==> src/rtl/node_eval_if.sv <==
// Handshake and data bundle between a tree walker and one node evaluator.
// The walker holds the master side; the evaluator holds the slave side.
interface node_eval_if #(
   parameter int FEATURES         = 3,
   parameter int SAMPLE_BIT_DEPTH = 8,
   parameter int COEFF_BIT_DEPTH  = 4,
   parameter int BIAS_BIT_DEPTH   = 10
);
   logic                                   in_valid;
   logic [FEATURES*SAMPLE_BIT_DEPTH-1:0]   features;
   logic                                   in_ready;
   logic                                   coeff_valid;
   logic signed [COEFF_BIT_DEPTH-1:0]      coeff;
   logic                                   is_one;
   logic signed [BIAS_BIT_DEPTH-1:0]       bias;
   logic                                   tree_done;
   logic                                   next;
   logic                                   child_direction;

   modport master (
      output in_valid, features, coeff_valid, coeff, is_one, bias, tree_done,
      input  in_ready, next, child_direction
   );

   modport slave (
      input  in_valid, features, coeff_valid, coeff, is_one, bias, tree_done,
      output in_ready, next, child_direction
   );
endinterface

==> src/rtl/node_eval.sv <==
// Decision-tree node evaluator: accumulates bias + sum(feature*coeff) over
// FEATURES beats against a held sample and reports the sign as the branch.
module node_eval #(
   parameter int FEATURES         = 3,
   parameter int COEFF_BIT_DEPTH  = 4,
   parameter int BIAS_BIT_DEPTH   = 10,
   parameter int SAMPLE_BIT_DEPTH = 8
) (
   input  logic       clk,
   input  logic       reset,
   node_eval_if.slave bus
);

   localparam int PROD_W        = SAMPLE_BIT_DEPTH + COEFF_BIT_DEPTH;
   localparam int BASE_W        = (PROD_W > BIAS_BIT_DEPTH) ? PROD_W : BIAS_BIT_DEPTH;
   localparam int ACC_BIT_DEPTH = BASE_W + $clog2(FEATURES + 1) + 1;
   localparam int BEAT_W        = (FEATURES > 1) ? $clog2(FEATURES) : 1;
   localparam logic [BEAT_W-1:0] LAST_BEAT = BEAT_W'(FEATURES - 1);

   typedef enum logic [1:0] {
      IDLE   = 2'd0,
      ACCUM  = 2'd1,
      DECIDE = 2'd2
   } state_t;

   state_t                                state_p0, state_nxt;
   logic [FEATURES*SAMPLE_BIT_DEPTH-1:0]  sample_p0, sample_nxt;
   logic signed [ACC_BIT_DEPTH-1:0]       acc_p0, acc_nxt;
   logic [BEAT_W-1:0]                     beat_p0, beat_nxt;
   logic                                  vld_p1, vld_nxt;
   logic                                  dir_p1, dir_nxt;

   logic signed [SAMPLE_BIT_DEPTH-1:0]    feat_sel;
   logic signed [ACC_BIT_DEPTH-1:0]       acc_base;
   logic signed [ACC_BIT_DEPTH-1:0]       acc_sum;

   function automatic logic signed [ACC_BIT_DEPTH-1:0] ext_feature(
      input logic signed [SAMPLE_BIT_DEPTH-1:0] f
   );
      return {{(ACC_BIT_DEPTH-SAMPLE_BIT_DEPTH){f[SAMPLE_BIT_DEPTH-1]}}, f};
   endfunction

   function automatic logic signed [ACC_BIT_DEPTH-1:0] ext_bias(
      input logic signed [BIAS_BIT_DEPTH-1:0] b
   );
      return {{(ACC_BIT_DEPTH-BIAS_BIT_DEPTH){b[BIAS_BIT_DEPTH-1]}}, b};
   endfunction

   // Both operands are sign-extended to the product width, so the low
   // PROD_W bits of the unsigned multiply equal the signed product.
   function automatic logic signed [ACC_BIT_DEPTH-1:0] beat_term(
      input logic signed [SAMPLE_BIT_DEPTH-1:0] f,
      input logic signed [COEFF_BIT_DEPTH-1:0]  c,
      input logic                               one
   );
      logic signed [PROD_W-1:0] prod;
      prod = {{COEFF_BIT_DEPTH{f[SAMPLE_BIT_DEPTH-1]}}, f}
           * {{SAMPLE_BIT_DEPTH{c[COEFF_BIT_DEPTH-1]}}, c};
      if (one) return ext_feature(f);
      return {{(ACC_BIT_DEPTH-PROD_W){prod[PROD_W-1]}}, prod};
   endfunction

   // Stage p0: beat datapath feeding the accumulator
   always_comb begin
      feat_sel = sample_p0[int'(beat_p0)*SAMPLE_BIT_DEPTH +: SAMPLE_BIT_DEPTH];
      acc_base = (beat_p0 == '0) ? ext_bias(bus.bias) : acc_p0;
      acc_sum  = acc_base + beat_term(feat_sel, bus.coeff, bus.is_one);
   end

   always_comb begin
      state_nxt  = state_p0;
      sample_nxt = sample_p0;
      acc_nxt    = acc_p0;
      beat_nxt   = beat_p0;
      vld_nxt    = 1'b0;
      dir_nxt    = dir_p1;
      unique case (state_p0)
         IDLE: begin
            if (bus.in_valid) begin
               sample_nxt = bus.features;
               acc_nxt    = '0;
               beat_nxt   = '0;
               state_nxt  = ACCUM;
            end
         end
         ACCUM: begin
            if (bus.tree_done) begin
               acc_nxt   = '0;
               beat_nxt  = '0;
               state_nxt = IDLE;
            end else if (bus.coeff_valid) begin
               acc_nxt = acc_sum;
               if (beat_p0 == LAST_BEAT) begin
                  beat_nxt  = '0;
                  vld_nxt   = 1'b1;
                  dir_nxt   = ~acc_sum[ACC_BIT_DEPTH-1];
                  state_nxt = DECIDE;
               end else begin
                  beat_nxt = beat_p0 + BEAT_W'(1);
               end
            end
         end
         DECIDE: begin
            beat_nxt = '0;
            if (bus.tree_done) begin
               acc_nxt   = '0;
               state_nxt = IDLE;
            end else begin
               state_nxt = ACCUM;
            end
         end
         default: begin
            state_nxt = IDLE;
         end
      endcase
   end

   // Stage p1: registered state and decision outputs
   always_ff @(posedge clk) begin
      if (!reset) begin
         state_p0  <= IDLE;
         sample_p0 <= '0;
         acc_p0    <= '0;
         beat_p0   <= '0;
         vld_p1    <= 1'b0;
         dir_p1    <= 1'b0;
      end else begin
         state_p0  <= state_nxt;
         sample_p0 <= sample_nxt;
         acc_p0    <= acc_nxt;
         beat_p0   <= beat_nxt;
         vld_p1    <= vld_nxt;
         dir_p1    <= dir_nxt;
      end
   end

   assign bus.in_ready        = (state_p0 == IDLE);
   assign bus.next            = vld_p1;
   assign bus.child_direction = dir_p1;

   a_next_only_in_decide: assert property (
      @(posedge clk) disable iff (!reset) vld_p1 |-> (state_p0 == DECIDE));

   a_beat_in_range: assert property (
      @(posedge clk) disable iff (!reset) beat_p0 <= LAST_BEAT);

endmodule

==> src/flat_wrapper.sv <==
// flat-port wrapper written by rule: the top's interface ports become plain ports
module node_eval_flat 
#(
   parameter int FEATURES         = 3,
   parameter int COEFF_BIT_DEPTH  = 4,
   parameter int BIAS_BIT_DEPTH   = 10,
   parameter int SAMPLE_BIT_DEPTH = 8
)
  (clk, reset, bus_in_valid, bus_features, bus_coeff_valid, bus_coeff, bus_is_one, bus_bias, bus_tree_done, bus_in_ready, bus_next, bus_child_direction);
  node_eval_if #(.FEATURES(FEATURES), .SAMPLE_BIT_DEPTH(SAMPLE_BIT_DEPTH), .COEFF_BIT_DEPTH(COEFF_BIT_DEPTH), .BIAS_BIT_DEPTH(BIAS_BIT_DEPTH)) bus_i ();
  input  logic clk;
  input  logic reset;
  input wire logic [$bits(bus_i.in_valid)-1:0] bus_in_valid;
  input wire logic [$bits(bus_i.features)-1:0] bus_features;
  input wire logic [$bits(bus_i.coeff_valid)-1:0] bus_coeff_valid;
  input wire logic [$bits(bus_i.coeff)-1:0] bus_coeff;
  input wire logic [$bits(bus_i.is_one)-1:0] bus_is_one;
  input wire logic [$bits(bus_i.bias)-1:0] bus_bias;
  input wire logic [$bits(bus_i.tree_done)-1:0] bus_tree_done;
  output wire logic [$bits(bus_i.in_ready)-1:0] bus_in_ready;
  output wire logic [$bits(bus_i.next)-1:0] bus_next;
  output wire logic [$bits(bus_i.child_direction)-1:0] bus_child_direction;
  assign bus_i.in_valid = bus_in_valid;
  assign bus_i.features = bus_features;
  assign bus_i.coeff_valid = bus_coeff_valid;
  assign bus_i.coeff = bus_coeff;
  assign bus_i.is_one = bus_is_one;
  assign bus_i.bias = bus_bias;
  assign bus_i.tree_done = bus_tree_done;
  assign bus_in_ready = bus_i.in_ready;
  assign bus_next = bus_i.next;
  assign bus_child_direction = bus_i.child_direction;
  node_eval #(.FEATURES(FEATURES), .COEFF_BIT_DEPTH(COEFF_BIT_DEPTH), .BIAS_BIT_DEPTH(BIAS_BIT_DEPTH), .SAMPLE_BIT_DEPTH(SAMPLE_BIT_DEPTH)) u_core (.clk(clk), .reset(reset), .bus(bus_i));
endmodule
==> config.mk <==
export PLATFORM = sky130hd
export DESIGN_NAME = node_eval_flat
export DESIGN_NICKNAME = d
export VERILOG_FILES = /design/src/rtl/node_eval_if.sv /design/src/rtl/node_eval.sv /design/src/flat_wrapper.sv
export SDC_FILE = /design/constraint.sdc
export NUM_CORES = 1
export LEC_CHECK = 0
export BUFFER_PORTS_ARGS = -buffer_cell sky130_fd_sc_hd__buf_2
export CELL_PAD_IN_SITES_DETAIL_PLACEMENT = 2
export CELL_PAD_IN_SITES_GLOBAL_PLACEMENT = 2
export CORE_MARGIN = 2
export CORE_UTILIZATION = 35
export CTS_CLUSTER_DIAMETER = 150
export CTS_CLUSTER_SIZE = 20
export DETAILED_ROUTE_END_ITERATION = 6
export PLACE_DENSITY = 0.89
export SETUP_SLACK_MARGIN = 0.1
export SLEW_MARGIN = 25
export SYNTH_ARGS = -nofsm -noshare
export SYNTH_HDL_FRONTEND = slang
export SYNTH_SLANG_ARGS = --single-unit
==> constraint.sdc <==
create_clock -name clk -period 7.7 [get_ports clk]
set_input_delay 0.385 -clock clk [delete_from_list [all_inputs] [get_ports clk]]
set_output_delay 0.385 -clock clk [all_outputs]
set_load 0.01 [all_outputs]
==> impl_metrics.sql <==
INSERT INTO impl_metrics (metric_group, metric, value, unit) VALUES
('route', 'number_of_design_rule_violations_left_by_the_first_detailed_router_iteration', '132', ''),
('global_route', 'grt-ovfl-total', '0', ''),
('logic_synthesis', 'synth_largest_type_area_fraction', '0.240', ''),
('floorplanning', 'die-area', '11600', 'µm²'),
('global_route', 'antenna_found_initial', '0', ''),
('place', 'gp_congestion', '0.814', ''),
('route', 'remaining_drc_errors', '0', ''),
('flow_run', 'drv_cap', '0', ''),
('clock_tree', 'cts.clk_slew.worst_paths', '110', 'ps'),
('sta', 'max-slew-margin-rel', '0.375', ''),
('critical_path', 'cp_slowest_cell', 'dfxtp_1', ''),
('status', 'outcome', 'finished clean', ''),
('floorplanning', 'core', '10400', 'µm²'),
('place', 'placedCellCount', '630', ''),
('clock_tree', 'cts_buffers', '5', ''),
('cells_and_area', 'stdcell_count', '638', ''),
('clock_tree', 'cts_post_setup_buffers_inserted', '0', ''),
('sta', 'post-route-period-util', '0.890', ''),
('clock_tree', 'postcts_resize_cnt', '0', ''),
('route', 'vias', '3489', ''),
('floorplanning', 'die_width', '108', 'µm'),
('clock_tree', 'cts_hold_buffers', '0', ''),
('critical_path', 'critPathArrivalTime', '7030', 'ps'),
('clock_tree', 'cts_tree', 'done', ''),
('clock_tree', 'clock_path_buffers', '2', ''),
('sta', 'drv_slew', '0', ''),
('logic_synthesis', 'synth_cell_types', '60', ''),
('sta', 'timing.final.crit_period', '6860', 'ps'),
('logic_synthesis', 'synthMostInstantiatedCell', 'nand2_1', ''),
('clock_tree', 'h-tree-depth', '2', ''),
('sta', 'fin_setup_tns', '0', 'ps'),
('sta', 'total_setup_violations_reported_at_the_end_of_the_flow', '0', ''),
('power', 'power.total', '787', 'µW'),
('power', 'worst_ir_drop_vdd', '0.0926', 'mV'),
('critical_path', 'path_buf_inv', '1', ''),
('logic_synthesis', 'synth-seq-area-share', '0.240', ''),
('cells_and_area', 'antenna_cells', '0', ''),
('floorplanning', 'num_io_pins', '47', ''),
('route', 'route.antenna.remaining_nets', '0', ''),
('power', 'cellLeakagePower', '1.89', 'nW'),
('logic_synthesis', 'netlist.top_cell.by_area', 'dfxtp_1', ''),
('critical_path', 'cp_top_family', 'adder cells', ''),
('power', 'pwr_density_cell', '187', 'nW/µm²'),
('cells_and_area', 'synthToLayoutAreaGrowth', '11.7', '%'),
('logic_synthesis', 'synth_area_leaders', 'dfxtp_1 24%, ha_1 11%, nand2_1 10%, fa_1 9.6%, a21oi_1 5.5%', ''),
('sta', 'max_slew.worst_pin.slew', '934', 'ps'),
('clock_tree', 'tritoncts_num_sinks', '45', ''),
('sta', 'fmax', '146', 'MHz'),
('critical_path', 'worst_setup_path_end_kind', 'register', ''),
('floorplanning', 'placement_rows', '37', ''),
('floorplanning', 'initial_utilization', '0.363', ''),
('route', 'route.detailed.vias_per_inst', '5.47', ''),
('cells_and_area', 'design.final.nets', '597', ''),
('logic_synthesis', 'synthesis.area_per_instance', '8.04', 'µm²'),
('logic_synthesis', 'synth-edff-count', '0', ''),
('sta', 'skew', '14.3', 'ps'),
('clock_tree', 'cts.root.buffer_cell', 'clkbuf_8', ''),
('logic_synthesis', 'async_reset_ff_frac', '0', ''),
('critical_path', 'critPathRequiredTime', '7870', 'ps'),
('logic_synthesis', 'synth_nets', '564', ''),
('logic_synthesis', 'syn_inst', '468', ''),
('clock_tree', 'clkLatencyLatePin', '320', 'ps'),
('cells_and_area', 'fill_cells', '1230', ''),
('sta', 'unrepaired_setup_endpoints_after_global_routing', 'no', ''),
('logic_synthesis', 'ys.warnings.count', '0', ''),
('route', 'detail_route.wirelength', '12400', 'µm'),
('critical_path', 'critPathMaxStageDelay', '740', 'ps'),
('critical_path', 'worstSetupPathType', 'reg -> reg', ''),
('cells_and_area', 'layout-drive-gt1-share', '0.143', ''),
('critical_path', 'timing.critical_path.fanout_max', '14', ''),
('worst_hold_path', 'class_of_the_tightest_hold_or_removal_check', 'in -> reg', '');
cells by family (layout without fill, tap and decap cells):
kind of cell    count (synthesis)  count (layout)  synth area share
buf+inv                        36              70            0.0383
mux                            13              13            0.0359
xor+xnor                       19              19            0.0462
flops                          45              45             0.240
fa+ha+maj                      52              52             0.209
simple gates                  180             180             0.212
compound gates                123             123             0.219
worst min-delay path, cell delays in order:
cell	delay (ps)
buf_2	100
nand2_1	50
a21oi_1	50
registers in the layout (all words and copies together) (netlist names):
signal                      cells
u_core.state_p0                 2
u_core.beat_p0                  2
u_core.acc_p0                  15
u_core.sample_p0               24
u_core.bus.child_direction      1
u_core.bus.next                 1
metrics by stage:
step,utilization,hold WS (ps),area [µm²],setup slack (ps)
floorplan,-,425,3760,1820
global placement,0.394,440,4090,1350
detailed placement,0.394,443,4090,966
CTS,0.405,293,4200,837
global route,0.405,295,4200,453
finish,0.405,302,4200,844
area by class of cell:
type	count	area [µm²]	share of cell area
multi-input cells	387	2720	0.647
clock inverters	3	47.5	0.0113
flip-flops and latches	45	901	0.214
well taps	136	170	0.0405
inverters	14	52.6	0.0125
repair buffers	48	245	0.0584
clock buffers	5	68.8	0.0164
worst paths after layout:
| path | cells past startpoint | slack [ps] | endpoint | startpoint |
|---|---|---|---|---|
| hold reg to reg | 2 | 460 | u_core.sample_p0[2] | u_core.sample_p0[2] |
| setup reg to reg | 22 | 840 | u_core.bus.child_direction | u_core.beat_p0[0] |
| hold / removal | 3 | 300 | u_core.sample_p0[16] | bus_features[16] |
| setup / recovery | 22 | 840 | u_core.bus.child_direction | u_core.beat_p0[0] |
metal layers:
| layer | up-vias | GRT usage | part of all wire |
|---|---|---|---|
| li1 | 1677 | - | - |
| met2 | 63 | 0.433 | 0.53 |
| met1 | 1735 | 0.270 | 0.42 |
| met4 | 0 | 0.0421 | 0.012 |
| met3 | 14 | 0.0242 | 0.033 |
| met5 | - | 0 | 0 |
cell usage in the layout, fill, tap and decap left out, drive strengths merged, types with 3 or more instances in the layout:
master,count
nand2,101
buf,48
dfxtp,45
a21oi,41
nor2,36
ha,34
o21ai,28
and2,24
fa,18
inv,16
a21o,12
xnor2,11
mux2i,9
xor2,8
a22oi,7
o21bai,6
clkbuf,5
a211oi,5
mux2,4
o21a,3
or3,3
o31ai,3
where the power goes:
group          total [mW]  internal [mW]  switching (mW)
logic               0.335          0.137           0.197
registers           0.252          0.244         0.00799
clock network       0.200         0.0994           0.101
total               0.787          0.480           0.307
(Power assumes the default switching activity.)
